--- src/rtl/alu_result_fifo.sv ---
// Capture FIFO for ALU results: one push per res_done rising edge, FWFT valid/ready drain.
// Define ALU_RESFIFO_STICKY_OVF_EN to make `overflow` sticky until reset (default: one-cycle pulse).
module alu_result_fifo #(
    parameter int DEPTH = 8,
    parameter int WIDTH = 8
) (
    input  logic                     clk,
    input  logic                     rst,
    input  logic [WIDTH-1:0]         res_in,
    input  logic                     res_done,
    output logic [WIDTH-1:0]         out_data,
    output logic                     out_valid,
    input  logic                     out_ready,
    output logic [$clog2(DEPTH):0]   count,
    output logic                     full,
    output logic                     empty,
    output logic                     overflow
);

    localparam int AW = $clog2(DEPTH);
    localparam logic [AW:0] FULL_CNT = (AW + 1)'(DEPTH);

    logic [WIDTH-1:0] mem_q [DEPTH];
    logic [AW-1:0]    wp_q, wp_d;
    logic [AW-1:0]    rp_q, rp_d;
    logic [AW:0]      count_q, count_d;
    logic             done_q, done_d;
    logic             ovf_q, ovf_d;
    logic             push, pop, wr_en, drop;

    assign full      = (count_q == FULL_CNT);
    assign empty     = (count_q == '0);
    assign out_valid = ~empty;
    assign out_data  = mem_q[rp_q];
    assign count     = count_q;
    assign overflow  = ovf_q;

    always_comb begin
        done_d  = res_done;
        push    = res_done & ~done_q;
        pop     = out_valid & out_ready;
        // A pop in the same cycle frees the slot, so a push into a full FIFO is still accepted.
        wr_en   = push & (~full | pop);
        drop    = push & ~wr_en;
        wp_d    = wr_en ? wp_q + 1'b1 : wp_q;
        rp_d    = pop ? rp_q + 1'b1 : rp_q;
        count_d = count_q;
        case ({wr_en, pop})
            2'b10:   count_d = count_q + 1'b1;
            2'b01:   count_d = count_q - 1'b1;
            default: count_d = count_q;
        endcase
`ifdef ALU_RESFIFO_STICKY_OVF_EN
        ovf_d = ovf_q | drop;
`else
        ovf_d = drop;
`endif
    end

    always_ff @(posedge clk or posedge rst) begin
        if (rst) begin
            wp_q    <= '0;
            rp_q    <= '0;
            count_q <= '0;
            done_q  <= 1'b0;
            ovf_q   <= 1'b0;
        end else begin
            wp_q    <= wp_d;
            rp_q    <= rp_d;
            count_q <= count_d;
            done_q  <= done_d;
            ovf_q   <= ovf_d;
        end
    end

    // Storage is intentionally not reset.
    always_ff @(posedge clk) begin
        if (wr_en) begin
            mem_q[wp_q] <= res_in;
        end
    end

endmodule

--- config.mk ---
export PLATFORM = sky130hd
export DESIGN_NAME = alu_result_fifo
export DESIGN_NICKNAME = d
export VERILOG_FILES = /design/src/rtl/alu_result_fifo.sv
export SDC_FILE = /design/constraint.sdc
export NUM_CORES = 1
export LEC_CHECK = 0
export BUFFER_PORTS_ARGS = -buffer_cell sky130_fd_sc_hd__buf_2
export CAP_MARGIN = 20
export CORE_MARGIN = 1.5
export CORE_UTILIZATION = 55
export DETAILED_ROUTE_END_ITERATION = 16
export HOLD_SLACK_MARGIN = 0.05
export PLACE_DENSITY = 0.75
export SYNTH_ARGS = -nofsm -noshare
export SYNTH_HDL_FRONTEND = slang
export SYNTH_SLANG_ARGS = --single-unit
--- constraint.sdc ---
create_clock -name clk -period 4.9 [get_ports clk]
set_clock_uncertainty 0.05 [all_clocks]
set_input_delay 0.245 -clock clk [delete_from_list [all_inputs] [get_ports clk]]
set_output_delay 0.245 -clock clk [all_outputs]
set_load 0.02 [all_outputs]
-- After elaboration in Yosys (flattened, before gate mapping)
Memory sizes are Yosys's and may differ from the RTL's.
Index checks and enable logic that the tools add are counted.
W data, S select, Z words.
- logic and storage cells: 27
- bits in writable memories: 64
- input bits: 12
- memories kept: 1
- flip-flop bits (word level): 12
- output and inout bits: 16
- memory list (memory ; words ; bits a word ; read ports ; clocked after memory_dff ; wr ports ; line ; RTL):
    mem_q ; 8 ; 8 ; 1 ; 0 ; 1 ; 23 ; logic [WIDTH-1:0] mem_q [DEPTH];
- add/sub/neg operators: 4
- reduce and logical (&&, ||, !) cells: 2
- mux-type cells: 3
- equality and inequality tests: 3
- bitwise logic cells: 9
- operators by type and width (cell ; count):
    $pmux W4 S2 ; 1
    $add A3 B1 Y3 const B ; 2
    $add A4 B1 Y4 const B ; 1
    $and A1 B1 Y1 ; 4
    $eq A4 B4 Y1 const B ; 1
    $logic_not A4 Y1 ; 1
    $not A1 Y1 ; 4
    $sub A4 B1 Y4 const B ; 1
    $eq A2 B1 Y1 const B ; 1
    $eq A2 B2 Y1 const B ; 1
    $mux W1 ; 2
    $reduce_bool A2 Y1 ; 1
    $or A1 B1 Y1 ; 1

-- Logic depth before layout (Yosys ltp)
Gate-level depths: netlist of the first run.
- depth after elaboration: 7
- mapped depth: 8

-- Worst setup path after synthesis of the first run
No wires, ideal clock.
- path kind: register to register
- start: register count_q[0] (netlist: count[0])
- end: register count_q[3] (netlist: count[3])
- setup slack: 1.777 ns
- buffers on the path: 0
- setup time: 0.134 ns
- data arrival time: 2.940 ns
- data required time: 4.716 ns
- stages on the path, launching flop included: 9
- cell sequence: dfrtp_1 or4_2 nand2_1 inv_1 ha_1 ha_1 or4b_2 o311ai_0 o211ai_1
- cells in the longest elaborated chain, start to end: 7
- RTL lines (item ; line ; RTL):
    from (decl) ; 26 ; logic [AW:0] count_q, count_d;
    from (signal assigned) ; 70 ; count_q <= count_d;
    $logic_not A4 Y1 (*) ; 32 ; assign empty = (count_q == '0);
    $not A1 Y1 (*) ; 33 ; assign out_valid = ~empty;
    via out_valid ; 12 ; output logic out_valid,
    $and A1 B1 Y1 (*) ; 41 ; pop = out_valid & out_ready;
    via pop ; 29 ; logic push, pop, wr_en, drop;
    $or A1 B1 Y1 ; 43 ; wr_en = push & (~full | pop);
    $and A1 B1 Y1 ; 43 ;
    $eq A2 B1 Y1 / $eq A2 B2 Y1 (equally long branches) ; 48 ; case ({wr_en, pop})
    $pmux W4 S2 / $reduce_bool A2 Y1 (equally long branches) ; -- ;
The timed path passes the listed nets; every way through them passes the cells marked *.
A chain may end at the register's enable or synchronous reset.

-- Worst setup path in the final report of the first run
- start: register count_q[0] (netlist: count[0])
- end: register count_q[3] (netlist: count[3])
- cells in the longest elaborated chain, start to end: 7
- RTL lines (item ; line):
    $logic_not A4 Y1 ; 32
    $not A1 Y1 ; 33
    $and A1 B1 Y1 ; 41
    $or A1 B1 Y1 ; 43
    $and A1 B1 Y1 ; 43
    $eq A2 B1 Y1 / $eq A2 B2 Y1 (equally long branches) ; 48
    $pmux W4 S2 / $reduce_bool A2 Y1 (equally long branches) ; --
Parallel ways exist; a longest one is shown, timed or not.

==> impl_metrics.toml, run 1 <==
[run_status]
outcome = "finished clean"

[synthesis]
yosys_warnings = 0
yosysTopAreaCell = "edfxtp_1"
synthTopCellsByArea = "edfxtp_1, mux4_2, dfrtp_1, mux2_2, ha_1"
ys_seq_elements = 76
syn_area_per_cell_um2 = 19.07
synth_cell_type_count = 32
ys_seq_area_share_pct = 71.04
synth_top_cell_area_share_pct = 61.44
synth_nets = 182
synth_area_um2 = 3128
synth_cells = 164

[worst_setup_path]
critPathLaunch = "count[0]$_DFFE_PP0P_"
worst_ep_arrival_time_ns = 3.41
r2r_start = "count[0]$_DFFE_PP0P_"
rrSetupSlack_ns = 1.65
r2r_end = "count[3]$_DFFE_PP0P_"
cp_max_fo = 9
worstSetupEndpoint = "count[3]$_DFFE_PP0P_"
reg2reg_depth = 7
crit_required_ns = 5.06
critPathCaptureType = "flop"
path_class = "reg2reg"
cp-start-kind = "flop"

[finish]
final_cell_mix = "edfxtp_1, buf_2, mux4_2"
antenna_cells = 0
final_common_cell = "edfxtp_1"
finalNetCount = 219
drive_gt1_share_pct = 36.89
area_delta_synth_final_pct = 14.64

[routing]
avgViaCountPerCell = 5.766
routedWlPerCell_um = 20.02
drt_iter0_drc = 63
ant_nets = 0
num_vias = 1603
wirelength_um = 5566
drcViolationCount = 0
dr.pass1.iters = 4

[power]
power_density_nw_per_um2 = 569.0
vdd_drop_max_mv = 0.3786
fin_total_pwr_mw = 2.040
leakagePower_nw = 1.274

[cts]
clkSlewWorstSetupHoldPaths_ns = 0.07
cts_buffers = 9
root_buffer = "clkbuf_8"
cts_tree = "yes"
clkLatencyLatePin_ns = 0.33
cts_buffer_depth = 2
h-tree-depth = 3
cts_sinks = 76
cts-resized-gates = 0

[place]
port_buffers = 27
place.gp.congestion = 0.8688
dp_hpwl_um = 3572

[sta]
timing.final.crit_share_pct = 66.31
slew_viol_final = 0
max_freq_mhz = 307.8
worst_pin_slew_ns = 1.001
setup-violations-final = 0
fin_setup_tns_ns = 0
rsz0062_at_grt = "false"
slew-limit-headroom_pct = 33.03
finalHoldViolCount = 0
timing.final.crit_period_ns = 3.249

[die]
rows = 27
io_pins = 28
chipHeight_um = 78.42
dieArea_um2 = 6149
die_w_um = 78.42
initial_core_util_pct = 56.81
fp.coreArea_um2 = 5507

[global_routing]
grt_max_degree = 19
grt-ovfl-total = 0
grt_use_total_pct = 20.69
grt_pass1_wl_um = 8887
antenna_found_initial = 0
first_global_vias = 1677

[worst_hold_path]
hold_class = "in2reg"
hold-path-cell-count = 1

[job]
cap_viol_max_count = 0
stage by stage:
step                      utilization [%]  std cells  hold slack [ns]  cell area [µm²]  worst slack, ns
final                               65.12        278           0.1228             3586            1.651
after global routing                65.12        278           0.1341             3586            1.495
after CTS                           64.62        277           0.1170             3558            1.668
after detailed placement            60.94        259           0.2351             3356            1.697
after global placement              60.94        259           0.2107             3356            1.878
after floorplan                         -        164          0.05970             3128            1.777
routing by layer:
metal  up-vias  part of all wire, %  GRT usage [%]
met1       826                   43          26.64
li1        727                    -              -
met2        42                   52          34.35
met5         -                    0              0
met3         8                  3.2          3.837
met4         0                  1.7          9.643
cell families after synthesis:
kind of cell,count (synthesis),share of synthesized area (%)
buffers and inverters,15,1.920
AOI/OAI and AO/OA,9,2.360
muxes,28,15.92
and+or+nand+nor,24,4.440
adders and majority gates,6,2.640
xor gates and xnor gates,6,1.680
DFF,76,71.04
worst max-delay path: stages (launching register included):
cell and delay (ns):
dfrtp_1 0.44, or4b_1 0.69, o21ai_4 0.30, ha_1 0.38, ha_1 0.35, or4b_2 0.62, o311ai_0 0.16, o211ai_1 0.13
report_power, final:
part	switching (mW)	internal (mW)
clock network	0.209	0.230
logic	0.339	0.354
registers	0.121	0.788
final cells by class:
type | instances | area, µm²
multi-input cells | 73 | 855.8
clock buffers | 10 | 127.6
clock inverters | 6 | 55.05
fillers | 373 | 1921
well taps | 72 | 90.09
inverters | 8 | 30.03
flip-flops and latches | 76 | 2222
repair buffers | 33 | 205.2
flip-flops by register name, indices dropped and copies added, names as in the netlist:
signal,flops
mem_q,64
count,4
rp_q,3
wp_q,3
done_q,1
overflow,1
synthesized netlist by cell type (all sizes together):
master,number
mux2,11
nor3b,3
nor4,1
mux2i,1
nor2b,1
or4,1
nor2,4
ha,5
xnor2,5
nand4,1
a2111o,1
nand3,2
clkbuf,2
or4b,2
fa,1
dfrtp,12
mux4,16
inv,8
o311ai,1
o21ai,2
o211ai,3
buf,5
xor2,1
nand2,3
nand2b,2
edfxtp,64
a21oi,2
nor3,4
worst min path at each step:
| stage | to | slack (ns) | from |
|---|---|---|---|
| 5_1_grt | mem_q[0][5]$_DFFE_PP_ | 0.13 | res_in[5] |
| 3_3_place_gp | rp_q[2]$_DFFE_PP0P_ | 0.21 | rst |
| 6_report | mem_q[6][3]$_DFFE_PP_ | 0.12 | res_in[3] |
| 2_1_floorplan | count[0]$_DFFE_PP0P_ | 0.06 | rst |
| 3_5_place_dp | rp_q[2]$_DFFE_PP0P_ | 0.24 | rst |
| 4_1_cts | mem_q[4][5]$_DFFE_PP_ | 0.12 | res_in[5] |
what timing repair did:
action / CTS / global route
buffers inserted: 0 / 0
endpoints found under the hold margin: 13 / 0
hold buffers: 2 / 0
(Power assumes the default switching activity.)
==> inputs of run 2 (changes only) <==
- CORE_UTILIZATION: 55 -> 53
- clock period: 4.9 -> 2.6 ns (I/O delays scaled with it)
==> run 2 against run 1 <==
  * Cell area up 5.4%
  * Largest power group unchanged
  * Setup slack got worse by 1.6 ns
  * Utilization increased by 2.3 points
  * Sequential share of layout area is 3.1 points lower
  * Highest routed layer unchanged
  * Register-to-register slack lost 1.6 ns
  * Wire length rose by 5.6%
  * Worst hold slack better by 0.20 ns
  * Final cell count up 6.8%
==> impl_metrics.toml, run 2 (synthesis results as in run 1) <==
[sta]
rsz0062_at_grt = "false"
slew_viol_final = 0
finalHoldViolCount = 0
worst_pin_slew_ns = 0.8573
setup-violations-final = 0
max_freq_mhz = 399.6
worst_slack_ns = 0.09724
timing.final.crit_period_ns = 2.503
slew-limit-headroom_pct = 42.64
timing.final.crit_share_pct = 96.26

[finish]
largest_reg_flops = 64
antenna_cells = 0
top_register = "mem_q"
fin_util_pct = 67.40
area_delta_synth_final_pct = 20.84
final_common_cell = "edfxtp_1"
drive_gt1_share_pct = 41.33
design_area_um2 = 3780
fin_cells = 297
final_cell_mix = "edfxtp_1, buf_2, mux4_2"
finalNetCount = 238

[cts]
cts_buffer_depth = 2
root_buffer = "clkbuf_8"
clkSlewWorstSetupHoldPaths_ns = 0.08
cts_buffers = 9
cts_sinks = 76
cts_tree = "yes"
clkLatencyLatePin_ns = 0.35
h-tree-depth = 3

[worst_setup_path]
cp-start-kind = "flop"
cp_max_fo = 7
worst_ep_arrival_time_ns = 2.73
rrSetupSlack_ns = 0.1
r2r_end = "count[3]$_DFFE_PP0P_"
r2r_start = "count[1]$_DFFE_PP0P_"
crit_path_top_delay_cell = "or4_4"
critPathCaptureType = "flop"
cp_top_family = "simple AND/OR/NAND/NOR gates"
crit_required_ns = 2.82
reg2reg_depth = 8
crit_path_max_incr_delay_ns = 0.58
crit_buf_inv = 1
crit_chain = "or4_4, nand2_4, inv_1, ha_4, ha_1, a21oi_1, mux2_2, o211ai_1"
path_class = "reg2reg"

[global_routing]
grt_pass1_wl_um = 9135
first_global_vias = 1790
grt_use_total_pct = 20.45
grt_max_degree = 19
antenna_found_initial = 0
grt-ovfl-total = 0

[die]
chipHeight_um = 79.83
fp.coreArea_um2 = 5608
dieArea_um2 = 6372
initial_core_util_pct = 55.78
die_w_um = 79.83
rows = 27
io_pins = 28

[place]
place.gp.congestion = 0.9003
post_dp_cell_area_um2 = 3418
dp_cells = 264
dp_hpwl_um = 3634
port_buffers = 27
pre_cts_ws_ns = -0.02332

[routing]
dr.pass1.iters = 4
routedWlPerCell_um = 19.79
ant_nets = 0
drt_iter0_drc = 98
num_vias = 1694
wirelength_um = 5878
drcViolationCount = 0
avgViaCountPerCell = 5.704

[power]
vdd_drop_max_mv = 0.7427
fin_total_pwr_mw = 3.970
leakagePower_nw = 1.355
power_density_nw_per_um2 = 1050

[run_status]
outcome = "finished clean"

[worst_hold_path]
hold_class = "in2async"

[job]
cap_viol_max_count = 0
[run 2: cell types whose count changed in the layout (fill, tap and decap cells not counted), moves of 2 or more]
cell / delta
dfrtp_1: -3
dfrtp_2: +3
or4b_4: +2
ha_4: +2
dlygate4sd3_1: +9
ha_1: -2
buf_4: +11
[run 2: metal layers]
metal,wire length [µm],track usage [%],up-vias
met1,2409,24.52,879
met5,0,0,-
li1,-,-,759
met3,254,5.943,12
met4,107,7.759,0
met2,3105,35.00,44
[run 2: final cells by class]
cell class / count / area, µm²
inverters: 8 / 30.03
multi-input cells: 73 / 900.9
clock buffers: 10 / 127.6
well taps: 72 / 90.09
repair buffers: 52 / 350.3
flip-flops and latches: 76 / 2226
clock inverters: 6 / 55.05
fillers: 377 / 1828
[run 2: power breakdown]
part | switching, mW | total, mW | internal, mW | leakage (nW)
clock network | 0.408 | 0.842 | 0.433 | 0.0911
logic | 0.691 | 1.42 | 0.733 | 0.545
registers | 0.215 | 1.70 | 1.49 | 0.719
[run 2: how the worst max path moves through the flow]
stage,from,to,cells after the start
3_3_place_gp,count[0]$_DFFE_PP0P_,count[3]$_DFFE_PP0P_,7
4_1_cts,count[0]$_DFFE_PP0P_,count[3]$_DFFE_PP0P_,7
2_1_floorplan,count[0]$_DFFE_PP0P_,count[3]$_DFFE_PP0P_,8
3_5_place_dp,count[0]$_DFFE_PP0P_,count[3]$_DFFE_PP0P_,7
5_1_grt,count[1]$_DFFE_PP0P_,count[3]$_DFFE_PP0P_,8
6_report,count[1]$_DFFE_PP0P_,count[3]$_DFFE_PP0P_,8
[run 2: repair_timing]
action	4_1_cts	5_1_grt
setup endpoints to repair	1	3
setup buffers	0	6
hold endpoints to repair	78	0
hold buffers	11	0
pin swaps	0	4
gates resized for setup	2	3
[run 2: tightest hold or removal path, stage by stage]
cell	delay (ns)
dlygate4sd3_1	0.56
buf_2	0.12
inv_1	0.37
[run 2: metrics by stage]
stage,setup TNS (ns),hold slack [ns]
2_1_floorplan,-0.08332,-0.05550
3_3_place_gp,0,0.09757
5_1_grt,0,0.3561
4_1_cts,0,0.2925
6_report,0,0.3255
3_5_place_dp,-0.02332,0.1217
==> inputs of run 3 (changes only) <==
==> constraint.sdc (replaced) <==
create_clock -name clk -period 2.6 [get_ports clk]
set_clock_uncertainty 0.05 [all_clocks]
set_input_delay 0.26 -clock clk [delete_from_list [all_inputs] [get_ports clk]]
set_output_delay 0.26 -clock clk [all_outputs]
set_load 0.01 [all_outputs]
==> run 3 against run 2 <==
  * Worst hold slack got worse by 0.20 ns
  * Maximum frequency about the same
  * Count of clock-buffer cells in the layout unchanged
  * Clock power increased by 22%
  * Sequential power about the same
  * Die area unchanged
  * Wire length decreased by 3.9%
  * Sequential share of layout area increased by 0.32 points
  * Cell area decreased by 0.60%
  * Final cell count decreased by 2.0%
  * First-iteration DRC count decreased by 11%
  * Critical path type unchanged
==> impl_metrics.toml, run 3 (synthesis results as in run 1) <==
[worst_setup_path]
critPathCaptureType = "flop"
crit_buf_inv = 0
path_class = "reg2reg"
r2r_start = "count[1]$_DFFE_PP0P_"
crit_path_top_delay_cell = "or4b_4"
cp_top_family = "simple AND/OR/NAND/NOR gates"
crit_chain = "or4b_4, o21ai_4, ha_4, ha_4, or4b_4, o311ai_1, o211ai_1"
worst_ep_arrival_time_ns = 2.67
cp-start-kind = "flop"
crit_required_ns = 2.77
rrSetupSlack_ns = 0.1
r2r_end = "count[3]$_DFFE_PP0P_"
cp_max_fo = 6
cp.depth = 7
crit_path_max_incr_delay_ns = 0.57
reg2reg_depth = 7

[sta]
slew-limit-headroom_pct = 42.04
timing.final.crit_period_ns = 2.501
timing.final.crit_share_pct = 96.17
finalHoldViolCount = 0
rsz0062_at_grt = "false"
max_freq_mhz = 399.9
holdWs_ns = 0.1291
setup-violations-final = 0
worst_pin_slew_ns = 0.8662
slew_viol_final = 0

[finish]
final_cell_mix = "edfxtp_1, buf_2, buf_4"
final_common_cell = "edfxtp_1"
antenna_cells = 0
drive_gt1_share_pct = 43.38
largest_reg_flops = 64
top_register = "mem_q"
finalNetCount = 232
fin_cells = 291
area_delta_synth_final_pct = 20.12
design_area_um2 = 3757

[cts]
clkSlewWorstSetupHoldPaths_ns = 0.08
h-tree-depth = 3
cts_tree = "yes"
cts_buffers = 9
root_buffer = "clkbuf_8"
cts_buffer_depth = 2
cts_sinks = 76
clkLatencyLatePin_ns = 0.35

[routing]
ant_nets = 0
drcViolationCount = 0
routedWlPerCell_um = 19.40
dr.pass1.iters = 4
avgViaCountPerCell = 5.694
wirelength_um = 5646
drt_iter0_drc = 87
num_vias = 1657

[power]
p_seq_share_pct = 41.8
p_switching_mw = 1.188
leakagePower_nw = 1.357
vdd_drop_max_mv = 0.6966
switching_share_pct = 29.39
combinationalPowerShare_pct = 32.7
power_density_nw_per_um2 = 1076
p_int_mw = 2.854
clkPwrFrac_pct = 25.6

[place]
dp_cells = 268
place.gp.congestion = 0.8719
post_dp_cell_area_um2 = 3446
port_buffers = 27
dp_hpwl_um = 3651

[job]
cap_viol_max_count = 0

[global_routing]
grt_use_total_pct = 20.28
first_global_vias = 1708
grt_pass1_wl_um = 8914
antenna_found_initial = 0
grt-ovfl-total = 0
grt_max_degree = 19

[run_status]
outcome = "finished clean"

[die]
rows = 27
io_pins = 28
die_w_um = 79.83
dieArea_um2 = 6372
chipHeight_um = 79.83
fp.coreArea_um2 = 5608
initial_core_util_pct = 55.78

[worst_hold_path]
holdCritStartpoint = "res_in[1]"
holdPathEnd = "mem_q[6][1]$_DFFE_PP_"
hold_class = "in2reg"
hold-path-cell-count = 1
run 3: cell types whose count changed in the layout (fill, tap and decap cells not counted), sizes merged:
cell and delta:
clkinvlp -1, buf +3, bufinv +2, clkinv -1
dlygate4sd3 -9
run 3: routing by layer:
layer	part of all wire [%]	GRT usage, %
met5	0	0
met1	41	25.04
met3	4.5	3.429
met2	51	32.97
met4	3.2	13.45
run 3: layout make-up:
| class | count | area [µm²] |
|---|---|---|
| sequential | 76 | 2225 |
| fill | 384 | 1851 |
| multi-input combinational | 73 | 899.6 |
| timing repair buffer | 46 | 282.8 |
| clock buffer | 10 | 127.6 |
| clock inverter | 6 | 102.6 |
| tap | 72 | 90.09 |
| inverter | 8 | 30.03 |
run 3: repair_timing:
item                                   in CTS  in global routing
buffers inserted                            0                  5
endpoints found under the hold margin      13                  0
hold buffers                                2                  0
pin swaps                                   0                  1
setup endpoints to repair                   1                  1
resized for setup                           1                  4
run 3: metrics by stage:
stage	setup TNS, ns	total power, mW	setup slack (ns)	utilization, %
6_report	0	4.042	0.09947	67.00
4_1_cts	0	4.006	0.02791	65.98
3_3_place_gp	0	2.897	0.1068	61.45
3_5_place_dp	-0.004636	2.970	-0.004636	61.45
5_1_grt	0	4.237	0.002792	67.00
2_1_floorplan	-0.05567	2.575	-0.05567	-
run 3: worst max-delay path by stage:
stage | startpoint | endpoint | slack (ns)
floorplan | count[1]$_DFFE_PP0P_ | count[3]$_DFFE_PP0P_ | -0.06
global placement | count[0]$_DFFE_PP0P_ | count[3]$_DFFE_PP0P_ | 0.11
detailed placement | count[0]$_DFFE_PP0P_ | count[3]$_DFFE_PP0P_ | -0.005
CTS | count[0]$_DFFE_PP0P_ | count[3]$_DFFE_PP0P_ | 0.03
global route | count[1]$_DFFE_PP0P_ | count[3]$_DFFE_PP0P_ | 0.003
finish | count[1]$_DFFE_PP0P_ | count[3]$_DFFE_PP0P_ | 0.1
run 3: power by group through the flow:
| stage | registers [mW] | clock network, mW | logic [mW] |
|---|---|---|---|
| floorplan | 1.62 | 0 | 0.954 |
| global placement | 1.69 | 0 | 1.20 |
| detailed placement | 1.72 | 0 | 1.25 |
| CTS | 1.69 | 1.05 | 1.27 |
| global route | 1.71 | 1.09 | 1.44 |
| finish | 1.69 | 1.03 | 1.32 |
